==> src/rtl/axi_lite_cmd_master_if.sv <==
// AXI4-Lite bus bundle shared by the command master and the register slave it drives.
interface axi_lite_cmd_master_if #(
  parameter int unsigned ADDR_W = 12,
  parameter int unsigned DATA_W = 32
);
  logic [ADDR_W-1:0]   awaddr;
  logic                awvalid;
  logic                awready;
  logic [DATA_W-1:0]   wdata;
  logic [DATA_W/8-1:0] wstrb;
  logic                wvalid;
  logic                wready;
  logic [1:0]          bresp;
  logic                bvalid;
  logic                bready;
  logic [ADDR_W-1:0]   araddr;
  logic                arvalid;
  logic                arready;
  logic [DATA_W-1:0]   rdata;
  logic [1:0]          rresp;
  logic                rvalid;
  logic                rready;

  modport master (
    output awaddr, awvalid, wdata, wstrb, wvalid, bready, araddr, arvalid, rready,
    input  awready, wready, bresp, bvalid, arready, rdata, rresp, rvalid
  );

  modport slave (
    input  awaddr, awvalid, wdata, wstrb, wvalid, bready, araddr, arvalid, rready,
    output awready, wready, bresp, bvalid, arready, rdata, rresp, rvalid
  );
endinterface

==> src/rtl/axi_lite_cmd_master.sv <==
// Single-outstanding AXI4-Lite initiator: one cmd/rsp transaction at a time, with a
// per-transaction timeout so an unresponsive slave cannot stall the command stream.
module axi_lite_cmd_master #(
  parameter int unsigned C_M_AXI_ADDR_WIDTH = 12,
  parameter int unsigned C_M_AXI_DATA_WIDTH = 32,
  parameter logic [31:0] C_BASE_ADDRESS     = 32'h0,
  parameter int unsigned C_TIMEOUT_CYCLES   = 256
) (
  input  logic                            clk,
  input  logic                            reset,
  input  logic                            cmd_valid,
  output logic                            cmd_ready,
  input  logic                            cmd_write,
  input  logic [C_M_AXI_ADDR_WIDTH-1:0]   cmd_addr,
  input  logic [C_M_AXI_DATA_WIDTH-1:0]   cmd_wdata,
  input  logic [C_M_AXI_DATA_WIDTH/8-1:0] cmd_wstrb,
  output logic                            rsp_valid,
  input  logic                            rsp_ready,
  output logic [C_M_AXI_DATA_WIDTH-1:0]   rsp_rdata,
  output logic [1:0]                      rsp_resp,
  output logic                            rsp_timeout,
  axi_lite_cmd_master_if.master           m_axi
);

  localparam int unsigned AW = C_M_AXI_ADDR_WIDTH;
  localparam int unsigned DW = C_M_AXI_DATA_WIDTH;
  localparam int unsigned SW = DW / 8;
  localparam int unsigned CW = $clog2(C_TIMEOUT_CYCLES) + 1;
  localparam logic [CW-1:0] CNT_LAST = CW'(C_TIMEOUT_CYCLES - 1);
  localparam logic [AW-1:0] BASE     = C_BASE_ADDRESS[AW-1:0];
  localparam logic [1:0]    RESP_TO  = 2'b10;

  typedef enum logic [2:0] {
    S_IDLE,
    S_WR_ADDR_DATA,
    S_WR_RESP,
    S_RD_ADDR,
    S_RD_DATA,
    S_RSP
  } state_t;

  state_t          state_q, state_d;
  logic            cmd_ready_q, cmd_ready_d;
  logic            awvalid_q, awvalid_d;
  logic            wvalid_q, wvalid_d;
  logic            bready_q, bready_d;
  logic            arvalid_q, arvalid_d;
  logic            rready_q, rready_d;
  logic [AW-1:0]   awaddr_q, awaddr_d;
  logic [AW-1:0]   araddr_q, araddr_d;
  logic [DW-1:0]   wdata_q, wdata_d;
  logic [SW-1:0]   wstrb_q, wstrb_d;
  logic            rsp_valid_q, rsp_valid_d;
  logic [DW-1:0]   rsp_rdata_q, rsp_rdata_d;
  logic [1:0]      rsp_resp_q, rsp_resp_d;
  logic            rsp_timeout_q, rsp_timeout_d;
  logic [CW-1:0]   cnt_q, cnt_d;

  logic accept;
  logic busy;
  logic expire;
  logic timeout_hit;
  logic aw_done;
  logic w_done;

  always_ff @(posedge clk or posedge reset) begin
    if (reset) begin
      state_q       <= S_IDLE;
      cmd_ready_q   <= 1'b0;
      awvalid_q     <= 1'b0;
      wvalid_q      <= 1'b0;
      bready_q      <= 1'b0;
      arvalid_q     <= 1'b0;
      rready_q      <= 1'b0;
      awaddr_q      <= '0;
      araddr_q      <= '0;
      wdata_q       <= '0;
      wstrb_q       <= '0;
      rsp_valid_q   <= 1'b0;
      rsp_rdata_q   <= '0;
      rsp_resp_q    <= '0;
      rsp_timeout_q <= 1'b0;
      cnt_q         <= '0;
    end else begin
      state_q       <= state_d;
      cmd_ready_q   <= cmd_ready_d;
      awvalid_q     <= awvalid_d;
      wvalid_q      <= wvalid_d;
      bready_q      <= bready_d;
      arvalid_q     <= arvalid_d;
      rready_q      <= rready_d;
      awaddr_q      <= awaddr_d;
      araddr_q      <= araddr_d;
      wdata_q       <= wdata_d;
      wstrb_q       <= wstrb_d;
      rsp_valid_q   <= rsp_valid_d;
      rsp_rdata_q   <= rsp_rdata_d;
      rsp_resp_q    <= rsp_resp_d;
      rsp_timeout_q <= rsp_timeout_d;
      cnt_q         <= cnt_d;
    end
  end

  always_comb begin
    state_d       = state_q;
    awvalid_d     = awvalid_q;
    wvalid_d      = wvalid_q;
    bready_d      = bready_q;
    arvalid_d     = arvalid_q;
    rready_d      = rready_q;
    awaddr_d      = awaddr_q;
    araddr_d      = araddr_q;
    wdata_d       = wdata_q;
    wstrb_d       = wstrb_q;
    rsp_valid_d   = rsp_valid_q;
    rsp_rdata_d   = rsp_rdata_q;
    rsp_resp_d    = rsp_resp_q;
    rsp_timeout_d = rsp_timeout_q;
    cnt_d         = cnt_q;
    timeout_hit   = 1'b0;

    accept  = cmd_valid & cmd_ready_q;
    busy    = (state_q == S_WR_ADDR_DATA) || (state_q == S_WR_RESP) ||
              (state_q == S_RD_ADDR) || (state_q == S_RD_DATA);
    expire  = busy && (cnt_q == CNT_LAST);
    aw_done = !awvalid_q || m_axi.awready;
    w_done  = !wvalid_q || m_axi.wready;

    if (busy) begin
      cnt_d = cnt_q + 1'b1;
    end

    case (state_q)
      S_IDLE: begin
        if (accept) begin
          cnt_d = '0;
          if (cmd_write) begin
            state_d   = S_WR_ADDR_DATA;
            awvalid_d = 1'b1;
            wvalid_d  = 1'b1;
            awaddr_d  = cmd_addr ^ BASE;
            wdata_d   = cmd_wdata;
            wstrb_d   = cmd_wstrb;
          end else begin
            state_d   = S_RD_ADDR;
            arvalid_d = 1'b1;
            araddr_d  = cmd_addr ^ BASE;
          end
        end
      end

      // AW and W complete independently; B is only accepted once both are gone.
      S_WR_ADDR_DATA: begin
        if (expire) begin
          timeout_hit = 1'b1;
        end else begin
          if (m_axi.awready) awvalid_d = 1'b0;
          if (m_axi.wready)  wvalid_d  = 1'b0;
          if (aw_done && w_done) begin
            state_d  = S_WR_RESP;
            bready_d = 1'b1;
          end
        end
      end

      S_WR_RESP: begin
        if (m_axi.bvalid) begin
          state_d       = S_RSP;
          bready_d      = 1'b0;
          rsp_valid_d   = 1'b1;
          rsp_rdata_d   = '0;
          rsp_resp_d    = m_axi.bresp;
          rsp_timeout_d = 1'b0;
        end else if (expire) begin
          timeout_hit = 1'b1;
        end
      end

      S_RD_ADDR: begin
        if (expire) begin
          timeout_hit = 1'b1;
        end else if (m_axi.arready) begin
          state_d   = S_RD_DATA;
          arvalid_d = 1'b0;
          rready_d  = 1'b1;
        end
      end

      S_RD_DATA: begin
        if (m_axi.rvalid) begin
          state_d       = S_RSP;
          rready_d      = 1'b0;
          rsp_valid_d   = 1'b1;
          rsp_rdata_d   = m_axi.rdata;
          rsp_resp_d    = m_axi.rresp;
          rsp_timeout_d = 1'b0;
        end else if (expire) begin
          timeout_hit = 1'b1;
        end
      end

      S_RSP: begin
        if (rsp_ready) begin
          state_d     = S_IDLE;
          rsp_valid_d = 1'b0;
        end
      end

      default: begin
        state_d = S_IDLE;
      end
    endcase

    // Abandon the bus; any late B/R is ignored because READY stays low afterwards.
    if (timeout_hit) begin
      state_d       = S_RSP;
      awvalid_d     = 1'b0;
      wvalid_d      = 1'b0;
      bready_d      = 1'b0;
      arvalid_d     = 1'b0;
      rready_d      = 1'b0;
      rsp_valid_d   = 1'b1;
      rsp_rdata_d   = '0;
      rsp_resp_d    = RESP_TO;
      rsp_timeout_d = 1'b1;
    end

    cmd_ready_d = (state_d == S_IDLE);
  end

  assign cmd_ready     = cmd_ready_q;
  assign rsp_valid     = rsp_valid_q;
  assign rsp_rdata     = rsp_rdata_q;
  assign rsp_resp      = rsp_resp_q;
  assign rsp_timeout   = rsp_timeout_q;

  assign m_axi.awaddr  = awaddr_q;
  assign m_axi.awvalid = awvalid_q;
  assign m_axi.wdata   = wdata_q;
  assign m_axi.wstrb   = wstrb_q;
  assign m_axi.wvalid  = wvalid_q;
  assign m_axi.bready  = bready_q;
  assign m_axi.araddr  = araddr_q;
  assign m_axi.arvalid = arvalid_q;
  assign m_axi.rready  = rready_q;

endmodule

==> src/flat_wrapper.sv <==
// flat-port wrapper written by rule: the top's interface ports become plain ports
module axi_lite_cmd_master_flat 
#(
  parameter int unsigned C_M_AXI_ADDR_WIDTH = 12,
  parameter int unsigned C_M_AXI_DATA_WIDTH = 32,
  parameter logic [31:0] C_BASE_ADDRESS     = 32'h0,
  parameter int unsigned C_TIMEOUT_CYCLES   = 256
)
  (clk, reset, cmd_valid, cmd_ready, cmd_write, cmd_addr, cmd_wdata, cmd_wstrb, rsp_valid, rsp_ready, rsp_rdata, rsp_resp, rsp_timeout, m_axi_awaddr, m_axi_awvalid, m_axi_wdata, m_axi_wstrb, m_axi_wvalid, m_axi_bready, m_axi_araddr, m_axi_arvalid, m_axi_rready, m_axi_awready, m_axi_wready, m_axi_bresp, m_axi_bvalid, m_axi_arready, m_axi_rdata, m_axi_rresp, m_axi_rvalid);
  axi_lite_cmd_master_if #(.ADDR_W((12)), .DATA_W(32)) m_axi_i ();
  input  logic clk;
  input  logic reset;
  input  logic cmd_valid;
  output logic cmd_ready;
  input  logic cmd_write;
  input  logic [C_M_AXI_ADDR_WIDTH-1:0] cmd_addr;
  input  logic [C_M_AXI_DATA_WIDTH-1:0] cmd_wdata;
  input  logic [C_M_AXI_DATA_WIDTH/8-1:0] cmd_wstrb;
  output logic rsp_valid;
  input  logic rsp_ready;
  output logic [C_M_AXI_DATA_WIDTH-1:0] rsp_rdata;
  output logic [1:0] rsp_resp;
  output logic rsp_timeout;
  output wire logic [$bits(m_axi_i.awaddr)-1:0] m_axi_awaddr;
  output wire logic [$bits(m_axi_i.awvalid)-1:0] m_axi_awvalid;
  output wire logic [$bits(m_axi_i.wdata)-1:0] m_axi_wdata;
  output wire logic [$bits(m_axi_i.wstrb)-1:0] m_axi_wstrb;
  output wire logic [$bits(m_axi_i.wvalid)-1:0] m_axi_wvalid;
  output wire logic [$bits(m_axi_i.bready)-1:0] m_axi_bready;
  output wire logic [$bits(m_axi_i.araddr)-1:0] m_axi_araddr;
  output wire logic [$bits(m_axi_i.arvalid)-1:0] m_axi_arvalid;
  output wire logic [$bits(m_axi_i.rready)-1:0] m_axi_rready;
  input wire logic [$bits(m_axi_i.awready)-1:0] m_axi_awready;
  input wire logic [$bits(m_axi_i.wready)-1:0] m_axi_wready;
  input wire logic [$bits(m_axi_i.bresp)-1:0] m_axi_bresp;
  input wire logic [$bits(m_axi_i.bvalid)-1:0] m_axi_bvalid;
  input wire logic [$bits(m_axi_i.arready)-1:0] m_axi_arready;
  input wire logic [$bits(m_axi_i.rdata)-1:0] m_axi_rdata;
  input wire logic [$bits(m_axi_i.rresp)-1:0] m_axi_rresp;
  input wire logic [$bits(m_axi_i.rvalid)-1:0] m_axi_rvalid;
  assign m_axi_awaddr = m_axi_i.awaddr;
  assign m_axi_awvalid = m_axi_i.awvalid;
  assign m_axi_wdata = m_axi_i.wdata;
  assign m_axi_wstrb = m_axi_i.wstrb;
  assign m_axi_wvalid = m_axi_i.wvalid;
  assign m_axi_bready = m_axi_i.bready;
  assign m_axi_araddr = m_axi_i.araddr;
  assign m_axi_arvalid = m_axi_i.arvalid;
  assign m_axi_rready = m_axi_i.rready;
  assign m_axi_i.awready = m_axi_awready;
  assign m_axi_i.wready = m_axi_wready;
  assign m_axi_i.bresp = m_axi_bresp;
  assign m_axi_i.bvalid = m_axi_bvalid;
  assign m_axi_i.arready = m_axi_arready;
  assign m_axi_i.rdata = m_axi_rdata;
  assign m_axi_i.rresp = m_axi_rresp;
  assign m_axi_i.rvalid = m_axi_rvalid;
  axi_lite_cmd_master #(.C_M_AXI_ADDR_WIDTH(C_M_AXI_ADDR_WIDTH), .C_M_AXI_DATA_WIDTH(C_M_AXI_DATA_WIDTH), .C_BASE_ADDRESS(C_BASE_ADDRESS), .C_TIMEOUT_CYCLES(C_TIMEOUT_CYCLES)) u_core (.clk(clk), .reset(reset), .cmd_valid(cmd_valid), .cmd_ready(cmd_ready), .cmd_write(cmd_write), .cmd_addr(cmd_addr), .cmd_wdata(cmd_wdata), .cmd_wstrb(cmd_wstrb), .rsp_valid(rsp_valid), .rsp_ready(rsp_ready), .rsp_rdata(rsp_rdata), .rsp_resp(rsp_resp), .rsp_timeout(rsp_timeout), .m_axi(m_axi_i));
endmodule
==> config.mk <==
export PLATFORM = sky130hd
export DESIGN_NAME = axi_lite_cmd_master_flat
export DESIGN_NICKNAME = d
export VERILOG_FILES = /design/src/rtl/axi_lite_cmd_master_if.sv /design/src/rtl/axi_lite_cmd_master.sv /design/src/flat_wrapper.sv
export SDC_FILE = /design/constraint.sdc
export NUM_CORES = 1
export LEC_CHECK = 0
export CORE_MARGIN = 2
export CORE_UTILIZATION = 57
export CTS_CLUSTER_DIAMETER = 40
export DETAILED_ROUTE_END_ITERATION = 10
export DONT_BUFFER_PORTS = 1
export PLACE_DENSITY_LB_ADDON = 0.12
export SYNTH_ARGS = -nofsm -noshare
export SYNTH_HDL_FRONTEND = slang
export SYNTH_SLANG_ARGS = --single-unit
==> constraint.sdc <==
create_clock -name clk -period 3.76 [get_ports clk]
set_input_delay 0.752 -clock clk [delete_from_list [all_inputs] [get_ports clk]]
set_output_delay 0.752 -clock clk [all_outputs]
set_load 0.01 [all_outputs]
==> results of run 1 <==
==> final timing paths <==
path                                           to  cells after the start             from  slack, ns
setup / recovery             u_core.rsp_rdata[16]                     10  u_core.cnt_q[0]       0.92
hold / removal             u_core.m_axi.wdata[23]                      1            reset       0.21
setup reg to reg             u_core.rsp_rdata[16]                     10  u_core.cnt_q[0]       0.92
hold reg to reg                   u_core.cnt_q[7]                      2  u_core.cnt_q[7]       0.55
max in group asynchronous  u_core.m_axi.awaddr[8]                      2            reset       2.74
min in group clk              u_core.rsp_rdata[2]                      2   m_axi_rdata[2]       0.37
==> per-stage QoR <==
step	util, %	setup WS (ns)	power (mW)	instance area, um2
floorplan	-	1.56	3.58	5130
global placement	59.8	1.04	3.84	5210
detailed placement	59.8	0.935	3.90	5210
CTS	66.5	0.921	5.48	5800
global route	66.5	0.680	5.74	5800
finish	66.5	0.924	5.43	5800
==> flip-flops by register name (all words and copies together) (netlist names) <==
register and flops:
u_core.m_axi.wstrb 4, u_core.rsp_valid 1, u_core.m_axi.bready 1, u_core.rsp_timeout 1, u_core.m_axi.wdata 32, u_core.rsp_resp 2, u_core.m_axi.arvalid 1, u_core.cnt_q 9
u_core.cmd_ready 1, u_core.rsp_rdata 32, u_core.m_axi.araddr 12, u_core.m_axi.awvalid 1, u_core.m_axi.wvalid 1, u_core.m_axi.rready 1, u_core.state_q 3, u_core.m_axi.awaddr 12
==> cell type report <==
class	instances	area (um2)
inverter	41	158
timing repair buffer	4	55.1
clock inverter	11	128
multi-input combinational	238	2010
sequential	114	2850
tap	108	135
clock buffer	21	459
fill	686	2920
==> worst max-delay path, delay by kind of cell (launching register included) <==
| family | cells | cell delay (ns) |
|---|---|---|
| adders and majority gates | 2 | 0.63 |
| AOI/OAI and AO/OA | 3 | 0.92 |
| and+or+nand+nor | 3 | 0.31 |
| buffers and inverters | 1 | 0.27 |
| muxes | 1 | 0.22 |
| DFF | 1 | 0.40 |
==> where the power goes <==
| group | internal [mW] | leakage [nW] | total (mW) | switching [mW] |
|---|---|---|---|---|
| clock | 0.997 | 0.269 | 1.56 | 0.561 |
| combinational | 0.748 | 1.20 | 1.32 | 0.573 |
| sequential | 1.81 | 1.44 | 2.55 | 0.737 |
==> Yosys cell counts (3+ instances only) <==
| cell type | n | area share, % |
|---|---|---|
| a21oi_1 | 7 | 0.68 |
| buf_2 | 9 | 0.88 |
| buf_6 | 5 | 1.1 |
| clkbuf_1 | 5 | 0.37 |
| dfrtp_1 | 114 | 56 |
| inv_1 | 41 | 3.0 |
| mux2_1 | 10 | 2.2 |
| mux2_2 | 5 | 1.1 |
| mux2_4 | 48 | 14 |
| mux2i_1 | 33 | 6.4 |
| nand2_1 | 51 | 3.7 |
| nand3_1 | 8 | 0.78 |
| nand4_1 | 4 | 0.49 |
| nor2_1 | 14 | 1.0 |
| nor2b_1 | 4 | 0.49 |
| nor3_1 | 6 | 0.59 |
| o21ai_0 | 11 | 1.1 |
| xnor2_1 | 3 | 0.51 |
| xor2_1 | 3 | 0.51 |
==> layer usage <==
metal	vias to the layer above	wire, um	GRT usage [%]
li1	1392	-	-
met1	1471	4060	25.7
met2	132	5170	34.3
met3	12	953	10.2
met4	0	97	6.53
met5	-	0	0
==> cells by family after synthesis <==
family,after synthesis,share of synthesized area [%]
compound gates,36,4.58
xor+xnor,6,1.02
fa+ha+maj,2,0.488
buf+inv,61,5.49
flops,114,55.6
mux,96,23.8
simple gates,98,9.05
==> impl_metrics.prom, run 1 <==
# TYPE chip_impl_metric gauge
chip_impl_metric{name="maximum_number_of_pins_on_one_net_before_global_route_repair",unit=""} 54
chip_impl_metric{name="io_pins",unit=""} 196
chip_impl_info{name="tritoncts",value="done"} 1
chip_impl_info{name="unrepaired_setup_endpoints_after_global_routing",value="no"} 1
chip_impl_info{name="cts.root.buffer_cell",value="clkbuf_8"} 1
chip_impl_metric{name="post-route-min-period",unit="ns"} 2.84
chip_impl_metric{name="netlist-cell-type-count",unit=""} 44
chip_impl_metric{name="drtPass1Iterations",unit=""} 4
chip_impl_metric{name="skew",unit="ns"} 0.00732
chip_impl_metric{name="clk_pin_slew",unit="ns"} 0.06
chip_impl_metric{name="grt_pass1_vias",unit=""} 3095
chip_impl_metric{name="post-place-cells",unit=""} 505
chip_impl_metric{name="total_global_routing_overflow",unit=""} 0
chip_impl_metric{name="antenna_found_initial",unit=""} 0
chip_impl_metric{name="ant_nets",unit=""} 0
chip_impl_metric{name="core_area",unit="mm2"} 0.00872
chip_impl_info{name="hp-class",value="in2async"} 1
chip_impl_metric{name="setup-violations-final",unit=""} 0
chip_impl_metric{name="viasPerCell",unit=""} 5.60
chip_impl_metric{name="post_cts_resized",unit=""} 0
chip_impl_metric{name="path_max_fanout",unit=""} 21
chip_impl_metric{name="final_cell_count_no_fill",unit=""} 537
chip_impl_info{name="worst_path_most_repeated_cell",value="ha_1"} 1
chip_impl_metric{name="initial_cell_density_of_the_core",unit="%"} 58.8
chip_impl_metric{name="post_synth_inst_count",unit=""} 413
chip_impl_metric{name="dpl_hpwl",unit="um"} 7290
chip_impl_metric{name="synth-edff-count",unit=""} 0
chip_impl_metric{name="die_w",unit="um"} 98.9
chip_impl_metric{name="synth.yosys.seq_area_share",unit="%"} 55.6
chip_impl_info{name="critical_path.cell_chain",value="ha_1 > nand2_1 > nor2_1 > and3_1 > ha_1 > o21ai_0 > a21oi_1 > a21oi_4 > buf_12 > mux2i_1"} 1
chip_impl_info{name="mostFrequentLayoutCell",value="dfrtp_1"} 1
chip_impl_metric{name="period_share",unit="%"} 75.4
chip_impl_metric{name="final_max_slew_viol_count",unit=""} 0
chip_impl_metric{name="grt_pass1_wl",unit="um"} 16100
chip_impl_metric{name="die-area",unit="mm2"} 0.00978
chip_impl_info{name="setup.worst_path.class",value="reg2reg"} 1
chip_impl_metric{name="tns",unit="ns"} 0
chip_impl_metric{name="post-cts-setup-buffers",unit=""} 0
chip_impl_info{name="run_status",value="finished clean"} 1
chip_impl_metric{name="gp_congestion",unit=""} 0.824
chip_impl_metric{name="antenna-diode-count",unit=""} 0
chip_impl_metric{name="drt-wirelength-per-cell",unit="um"} 19.1
chip_impl_metric{name="num-nets-final",unit=""} 512
chip_impl_info{name="yosys_most_used_dff",value="dfrtp_1"} 1
chip_impl_metric{name="clkLatencyLatePin",unit="ns"} 0.51
chip_impl_metric{name="max_cap_violations",unit=""} 0
chip_impl_metric{name="synth_nets",unit=""} 509
chip_impl_metric{name="route.detailed.drc",unit=""} 0
chip_impl_metric{name="dieHeight",unit="um"} 98.9
chip_impl_metric{name="postRouteWirelength",unit="um"} 10300
chip_impl_metric{name="postSynthRegisterBits",unit=""} 114
chip_impl_metric{name="avg_inst_size_synth",unit="um2"} 12.4
chip_impl_metric{name="maxSlewHeadroom",unit="%"} 39.3
chip_impl_metric{name="synth_warnings",unit=""} 0
chip_impl_metric{name="numCtsBuffers",unit=""} 17
chip_impl_metric{name="timing.final.hold_violations",unit=""} 0
chip_impl_metric{name="cts_max_path_buffers",unit=""} 2
chip_impl_metric{name="netlist_area",unit="mm2"} 0.00513
chip_impl_metric{name="power.density",unit="mW/mm2"} 936
chip_impl_metric{name="worst_path_largest_cell_delay",unit="ns"} 0.57
chip_impl_metric{name="final.hold.worst_slack",unit="ns"} 0.211
chip_impl_info{name="startpoint_type",value="flip-flop"} 1
chip_impl_info{name="critPathSlowestCell",value="a21oi_4"} 1
chip_impl_metric{name="cts_hold_repair.buffers",unit=""} 0
chip_impl_metric{name="num_clock_sinks",unit=""} 114
chip_impl_metric{name="max_clock_freq",unit="GHz"} 0.353
chip_impl_metric{name="placement.io_buffers",unit=""} 0
chip_impl_metric{name="fp-row-count",unit=""} 34
chip_impl_info{name="end_kind",value="flip-flop"} 1
chip_impl_metric{name="power_leakage",unit="nW"} 2.91
chip_impl_metric{name="clock_tree.htree_level_count",unit=""} 4
chip_impl_metric{name="worst_slew_pin_slew",unit="ns"} 0.910
chip_impl_metric{name="ir_worst_vdd",unit="mV"} 0.439
chip_impl_metric{name="syn2layout_area_growth",unit="%"} 13.0
chip_impl_metric{name="async_reset_ff_share",unit="%"} 100
chip_impl_metric{name="post_route_cells_drive_above_1_share",unit="%"} 22.1
chip_impl_metric{name="timing.critical_path.required",unit="ns"} 4.18
chip_impl_metric{name="detailed_router_s_first_iteration_violation_count",unit=""} 117
chip_impl_metric{name="detailroute.via_count",unit=""} 3007
chip_impl_metric{name="globalRouteTotalUtil",unit="%"} 21.4
chip_impl_info{name="mostFrequentLayoutCells",value="dfrtp_1, nand2_1, mux2_4, inv_1, mux2i_1"} 1
chip_impl_metric{name="worstPathArrival",unit="ns"} 3.26
No activity file was read; power rests on OpenSTA's default activity.
==> inputs of run 2 (changes only) <==
clock period = 2.5 ns   (was 3.76 ns; I/O delays follow)
==> impl_metrics.prom, run 2 (synthesis results as in run 1) <==
# TYPE chip_impl_metric gauge
chip_impl_info{name="run_status",value="finished clean"} 1
chip_impl_metric{name="num-nets-final",unit=""} 521
chip_impl_metric{name="core_area",unit="mm2"} 0.00872
chip_impl_info{name="startpoint_type",value="flip-flop"} 1
chip_impl_metric{name="period_share",unit="%"} 90.9
chip_impl_metric{name="ant_nets",unit=""} 0
chip_impl_info{name="cts.root.buffer_cell",value="clkbuf_8"} 1
chip_impl_info{name="critPathSlowestCell",value="dfrtp_1"} 1
chip_impl_info{name="worst_path_most_repeated_cell",value="ha_1"} 1
chip_impl_metric{name="post-route-min-period",unit="ns"} 2.27
chip_impl_metric{name="area_after_detailed_placement",unit="mm2"} 0.00531
chip_impl_info{name="setup.worst_path.class",value="reg2reg"} 1
chip_impl_metric{name="power.density",unit="mW/mm2"} 1390
chip_impl_metric{name="post-cts-setup-buffers",unit=""} 0
chip_impl_metric{name="io_pins",unit=""} 196
chip_impl_metric{name="initial_cell_density_of_the_core",unit="%"} 58.8
chip_impl_metric{name="clk_pin_slew",unit="ns"} 0.06
chip_impl_metric{name="gp_congestion",unit=""} 0.828
chip_impl_metric{name="timing.critical_path.required",unit="ns"} 2.91
chip_impl_info{name="hp-class",value="in2async"} 1
chip_impl_metric{name="finish.utilization",unit="%"} 67.6
chip_impl_metric{name="post_route_cells_drive_above_1_share",unit="%"} 23.5
chip_impl_info{name="mostFrequentLayoutCells",value="dfrtp_1, nand2_1, mux2_4, inv_1, mux2i_1"} 1
chip_impl_metric{name="maximum_number_of_pins_on_one_net_before_global_route_repair",unit=""} 115
chip_impl_metric{name="m1WireLength",unit="um"} 4090
chip_impl_metric{name="dr_wl_met3",unit="um"} 895
chip_impl_metric{name="viasPerCell",unit=""} 5.55
chip_impl_metric{name="dpl_hpwl",unit="um"} 7100
chip_impl_info{name="tritoncts",value="done"} 1
chip_impl_info{name="critical_path.cell_chain",value="ha_1 > nand2_1 > nor2_1 > and3_1 > ha_1 > o21ai_1 > a21oi_1 > a21oi_4 > buf_6 > mux2i_1"} 1
chip_impl_metric{name="detailed_router_s_first_iteration_violation_count",unit=""} 163
chip_impl_info{name="top_layer_used",value="met4"} 1
chip_impl_metric{name="max_cap_violations",unit=""} 0
chip_impl_metric{name="syn2layout_area_growth",unit="%"} 14.8
chip_impl_metric{name="total_global_routing_overflow",unit=""} 0
chip_impl_metric{name="setup-violations-final",unit=""} 0
chip_impl_metric{name="num_clock_sinks",unit=""} 114
chip_impl_metric{name="dieHeight",unit="um"} 98.9
chip_impl_metric{name="postRouteWirelength",unit="um"} 10200
chip_impl_info{name="mostFrequentLayoutCell",value="dfrtp_1"} 1
chip_impl_metric{name="post-route-cell-area",unit="mm2"} 0.00589
chip_impl_metric{name="timing.final.hold_violations",unit=""} 0
chip_impl_metric{name="post-place-cells",unit=""} 514
chip_impl_metric{name="cts_max_path_buffers",unit=""} 2
chip_impl_metric{name="tns",unit="ns"} 0
chip_impl_metric{name="post_cts_resized",unit=""} 0
chip_impl_metric{name="drtPass1Iterations",unit=""} 4
chip_impl_metric{name="cts_hold_repair.buffers",unit=""} 0
chip_impl_metric{name="path_max_fanout",unit=""} 10
chip_impl_metric{name="final_max_slew_viol_count",unit=""} 0
chip_impl_metric{name="die-area",unit="mm2"} 0.00978
chip_impl_info{name="unrepaired_setup_endpoints_after_global_routing",value="no"} 1
chip_impl_metric{name="dp_worst_setup_slack",unit="ns"} 0.176
chip_impl_metric{name="ir_worst_vdd",unit="mV"} 0.692
chip_impl_metric{name="clock_tree.htree_level_count",unit=""} 4
chip_impl_metric{name="worst_slew_pin_slew",unit="ns"} 0.592
chip_impl_metric{name="grt_pass1_vias",unit=""} 3116
chip_impl_metric{name="globalRouteTotalUtil",unit="%"} 21.4
chip_impl_metric{name="grt_pass1_wl",unit="um"} 16300
chip_impl_metric{name="antenna_found_initial",unit=""} 0
chip_impl_metric{name="final_critical_path_setup_slack",unit="ns"} 0.227
chip_impl_metric{name="final_cell_count_no_fill",unit=""} 546
chip_impl_metric{name="worstPathArrival",unit="ns"} 2.68
chip_impl_metric{name="die_w",unit="um"} 98.9
chip_impl_metric{name="max_clock_freq",unit="GHz"} 0.440
chip_impl_info{name="end_kind",value="flip-flop"} 1
chip_impl_metric{name="route.detailed.drc",unit=""} 0
chip_impl_metric{name="route.met2.wl",unit="um"} 5120
chip_impl_metric{name="skew",unit="ns"} 0.00697
chip_impl_metric{name="drt-wirelength-per-cell",unit="um"} 18.7
chip_impl_metric{name="worst_path_largest_cell_delay",unit="ns"} 0.40
chip_impl_metric{name="fp-row-count",unit=""} 34
chip_impl_metric{name="antenna-diode-count",unit=""} 0
chip_impl_metric{name="placement.io_buffers",unit=""} 0
chip_impl_metric{name="detailroute.via_count",unit=""} 3030
chip_impl_metric{name="power_leakage",unit="nW"} 2.97
chip_impl_metric{name="numCtsBuffers",unit=""} 17
chip_impl_metric{name="clkLatencyLatePin",unit="ns"} 0.50
chip_impl_metric{name="maxSlewHeadroom",unit="%"} 60.6
-- run 2: metal layers --
layer | up-vias | GRT usage, %
li1 | 1411 | -
met1 | 1479 | 26.7
met2 | 133 | 34.1
met3 | 7 | 9.15
met4 | 0 | 6.74
met5 | - | 0
-- run 2: path summary, 6_finish.rpt --
check                           startpoint                   end  slack, ns  depth (start not counted)
min in group clk            m_axi_rdata[6]   u_core.rsp_rdata[6]       0.13                          2
max reg2reg                u_core.cnt_q[0]  u_core.rsp_rdata[20]       0.23                         10
max in group asynchronous            reset    u_core.rsp_resp[1]       2.01                          2
max                        u_core.cnt_q[0]  u_core.rsp_rdata[20]       0.23                         10
min                                  reset   u_core.rsp_rdata[8]       0.03                          2
min reg2reg                u_core.cnt_q[7]       u_core.cnt_q[7]       0.54                          2
-- run 2: worst max-delay path, delay by kind of cell, from the launching register on --
kind | cells | cell delay, ns
AO/OA/AOI/OAI | 3 | 0.53
adder cells (fa/ha/maj) | 2 | 0.51
buffers and inverters | 1 | 0.21
flip-flops | 1 | 0.40
multiplexers | 1 | 0.22
AND/OR/NAND/NOR | 3 | 0.30
-- run 2: where the power goes --
part           internal, mW  switching (mW)
combinational          1.19           0.945
clock                  1.47           0.827
sequential             2.72            1.03
-- run 2: area by class of cell --
type,count,area (um2)
multi-input cells,238,2010
clock inverters,11,130
flip-flops and latches,114,2850
inverters,41,158
clock buffers,21,449
fillers,674,2830
well taps,108,135
repair buffers,13,155
-- run 2: stage by stage --
step	power, mW	hold WS (ns)
global placement	5.85	0.524
detailed placement	5.94	0.531
global route	8.69	0.0669
finish	8.20	0.0259
floorplan	5.38	0.502
CTS	8.29	0.0647
==> inputs of run 3 (changes only) <==
GPL_ROUTABILITY_DRIVEN = 0   (was unset)
REMOVE_ABC_BUFFERS = 1   (was unset)
==> impl_metrics.prom, run 3 (synthesis results as in run 1) <==
# TYPE chip_impl_metric gauge
chip_impl_info{name="run_status",value="finished clean"} 1
chip_impl_metric{name="numCtsBuffers",unit=""} 17
chip_impl_metric{name="path_max_fanout",unit=""} 12
chip_impl_metric{name="setup.reg_to_reg.worst_slack",unit="ns"} 0.17
chip_impl_metric{name="dr_wl_met3",unit="um"} 936
chip_impl_metric{name="maxSlewHeadroom",unit="%"} 72.6
chip_impl_metric{name="io_pins",unit=""} 196
chip_impl_metric{name="ant_nets",unit=""} 0
chip_impl_metric{name="core_area",unit="mm2"} 0.00872
chip_impl_info{name="startpoint_type",value="flip-flop"} 1
chip_impl_metric{name="timing.critical_path.required",unit="ns"} 2.89
chip_impl_metric{name="dpl_hpwl",unit="um"} 7450
chip_impl_info{name="mostFrequentLayoutCell",value="dfrtp_1"} 1
chip_impl_info{name="hp-class",value="in2reg"} 1
chip_impl_metric{name="route.met2.wl",unit="um"} 5480
chip_impl_info{name="top_layer_used",value="met4"} 1
chip_impl_metric{name="m1WireLength",unit="um"} 4300
chip_impl_metric{name="finish.utilization",unit="%"} 67.9
chip_impl_info{name="worst_r2r_endpoint",value="u_core.rsp_resp[0]"} 1
chip_impl_metric{name="clock_power_share",unit="%"} 27.1
chip_impl_metric{name="max_clock_freq",unit="GHz"} 0.429
chip_impl_info{name="mostFrequentLayoutCells",value="dfrtp_1, nand2_1, mux2_4, inv_1, mux2i_1"} 1
chip_impl_metric{name="placement.io_buffers",unit=""} 0
chip_impl_metric{name="cts_max_path_buffers",unit=""} 2
chip_impl_metric{name="fp-row-count",unit=""} 34
chip_impl_info{name="cts.root.buffer_cell",value="clkbuf_8"} 1
chip_impl_metric{name="setup-violations-final",unit=""} 0
chip_impl_metric{name="period_share",unit="%"} 93.3
chip_impl_metric{name="initial_cell_density_of_the_core",unit="%"} 58.8
chip_impl_metric{name="drtPass1Iterations",unit=""} 5
chip_impl_info{name="hold_start",value="m_axi_rdata[6]"} 1
chip_impl_info{name="end_kind",value="flip-flop"} 1
chip_impl_metric{name="whs_path_depth",unit=""} 2
chip_impl_metric{name="postRouteWirelength",unit="um"} 10800
chip_impl_metric{name="die_w",unit="um"} 98.9
chip_impl_metric{name="worst_slew_pin_slew",unit="ns"} 0.411
chip_impl_metric{name="p_seq_share",unit="%"} 46.2
chip_impl_metric{name="max_cap_violations",unit=""} 0
chip_impl_metric{name="netSwitchingPower",unit="mW"} 2.86
chip_impl_metric{name="total_global_routing_overflow",unit=""} 0
chip_impl_metric{name="switching_share",unit="%"} 34.8
chip_impl_metric{name="skew",unit="ns"} 0.0129
chip_impl_metric{name="power.density",unit="mW/mm2"} 1390
chip_impl_metric{name="detailroute.via_count",unit=""} 3102
chip_impl_metric{name="final_critical_path_setup_slack",unit="ns"} 0.166
chip_impl_info{name="unrepaired_setup_endpoints_after_global_routing",value="no"} 1
chip_impl_metric{name="antenna-diode-count",unit=""} 0
chip_impl_metric{name="post_route_cells_drive_above_1_share",unit="%"} 24.6
chip_impl_metric{name="die-area",unit="mm2"} 0.00978
chip_impl_metric{name="route.detailed.drc",unit=""} 0
chip_impl_metric{name="globalRouteTotalUtil",unit="%"} 22.8
chip_impl_metric{name="ir_worst_vdd",unit="mV"} 0.692
chip_impl_info{name="worst_r2r_startpoint",value="u_core.cnt_q[0]"} 1
chip_impl_metric{name="drt-wirelength-per-cell",unit="um"} 19.7
chip_impl_metric{name="final_max_slew_viol_count",unit=""} 0
chip_impl_metric{name="power_leakage",unit="nW"} 3.00
chip_impl_metric{name="clk_pin_slew",unit="ns"} 0.06
chip_impl_metric{name="grt_pass1_vias",unit=""} 3289
chip_impl_metric{name="antenna_found_initial",unit=""} 0
chip_impl_metric{name="detailed_router_s_first_iteration_violation_count",unit=""} 100
chip_impl_metric{name="dp_worst_setup_slack",unit="ns"} 0.0359
chip_impl_metric{name="fin_total_pwr",unit="mW"} 8.21
chip_impl_info{name="tritoncts",value="done"} 1
chip_impl_metric{name="viasPerCell",unit=""} 5.63
chip_impl_metric{name="syn2layout_area_growth",unit="%"} 15.4
chip_impl_metric{name="dieHeight",unit="um"} 98.9
chip_impl_info{name="hold_path_endpoint",value="u_core.rsp_rdata[6]"} 1
chip_impl_metric{name="tns",unit="ns"} 0
chip_impl_metric{name="maximum_number_of_pins_on_one_net_before_global_route_repair",unit=""} 52
chip_impl_info{name="setup.worst_path.class",value="reg2reg"} 1
chip_impl_metric{name="clock_tree.htree_level_count",unit=""} 4
chip_impl_metric{name="internal-power",unit="mW"} 5.35
chip_impl_metric{name="timing.final.hold_violations",unit=""} 0
chip_impl_metric{name="grt_pass1_wl",unit="um"} 17300
chip_impl_metric{name="final.hold.worst_slack",unit="ns"} 0.115
chip_impl_metric{name="worstRegToRegCells",unit=""} 10
chip_impl_metric{name="clkLatencyLatePin",unit="ns"} 0.51
chip_impl_metric{name="comb_power_share",unit="%"} 26.7
chip_impl_metric{name="num_clock_sinks",unit=""} 114
chip_impl_metric{name="worstPathArrival",unit="ns"} 2.72
chip_impl_metric{name="num-nets-final",unit=""} 527
chip_impl_metric{name="post-route-min-period",unit="ns"} 2.33
==> run 3: changes by cell type in the layout (fill, tap and decap cells not counted), moves of 2 or more <==
| cell | delta |
|---|---|
| clkinv_4 | -2 |
| buf_6 | -2 |
| buf_4 | +7 |
| clkinvlp_4 | -2 |
| clkbuf_8 | +2 |
| clkinv_2 | +3 |
==> run 3: metal layers <==
layer,vias up,GRT usage [%]
met5,-,0
met4,0,8.43
met3,10,10.1
met2,136,35.7
met1,1532,28.0
li1,1424,-
==> run 3: how the worst max path moves through the flow <==
stage | start | endpoint | slack (ns) | depth (start not counted)
2_1_floorplan | u_core.cnt_q[0] | u_core.rsp_resp[0] | -1.98 | 9
3_3_place_gp | u_core.cnt_q[0] | u_core.rsp_rdata[11] | 0.19 | 10
3_5_place_dp | u_core.cnt_q[0] | u_core.rsp_rdata[17] | 0.04 | 10
4_1_cts | u_core.cnt_q[0] | u_core.rsp_rdata[17] | 0.04 | 10
5_1_grt | u_core.cnt_q[0] | u_core.rsp_resp[0] | 0.01 | 10
6_report | u_core.cnt_q[0] | u_core.rsp_resp[0] | 0.17 | 10
==> run 3: through the flow <==
step	instances	cell area [um2]
3_3_place_gp	514	5290
5_1_grt	551	5920
4_1_cts	546	5860
3_5_place_dp	514	5290
6_report	551	5920
2_1_floorplan	393	5000
==> run 3: repair_timing <==
item                                   CTS  global route
gates resized for setup                  0             3
endpoints found under the hold margin   28             0
hold buffers                             1             0
setup endpoints to repair                0            37
buffers inserted                         0             4
==> run 3: power groups by stage <==
stage               combinational (mW)  clock [mW]  sequential, mW
CTS                               2.14        2.27            3.81
floorplan                         1.72           0            3.61
detailed placement                2.13           0            3.80
global placement                  2.05           0            3.81
finish                            2.19        2.23            3.80
global route                      2.43        2.35            3.90
==> run 3: area by class of cell <==
cell class / count / area [um2]
inverter: 41 / 156
tap: 108 / 135
clock buffer: 22 / 473
fill: 624 / 2800
sequential: 114 / 2850
multi-input combinational: 238 / 2020
clock inverter: 9 / 81.3
timing repair buffer: 19 / 200
==> run 3: critical path: stages (launching register included) <==
cell     delay (ns)
dfrtp_1        0.40
ha_1           0.23
nand2_1        0.07
nor2_1         0.05
and3_1         0.21
ha_4           0.21
o21ai_1        0.16
a21oi_1        0.12
a21oi_4        0.28
buf_4          0.18
mux2_2         0.32
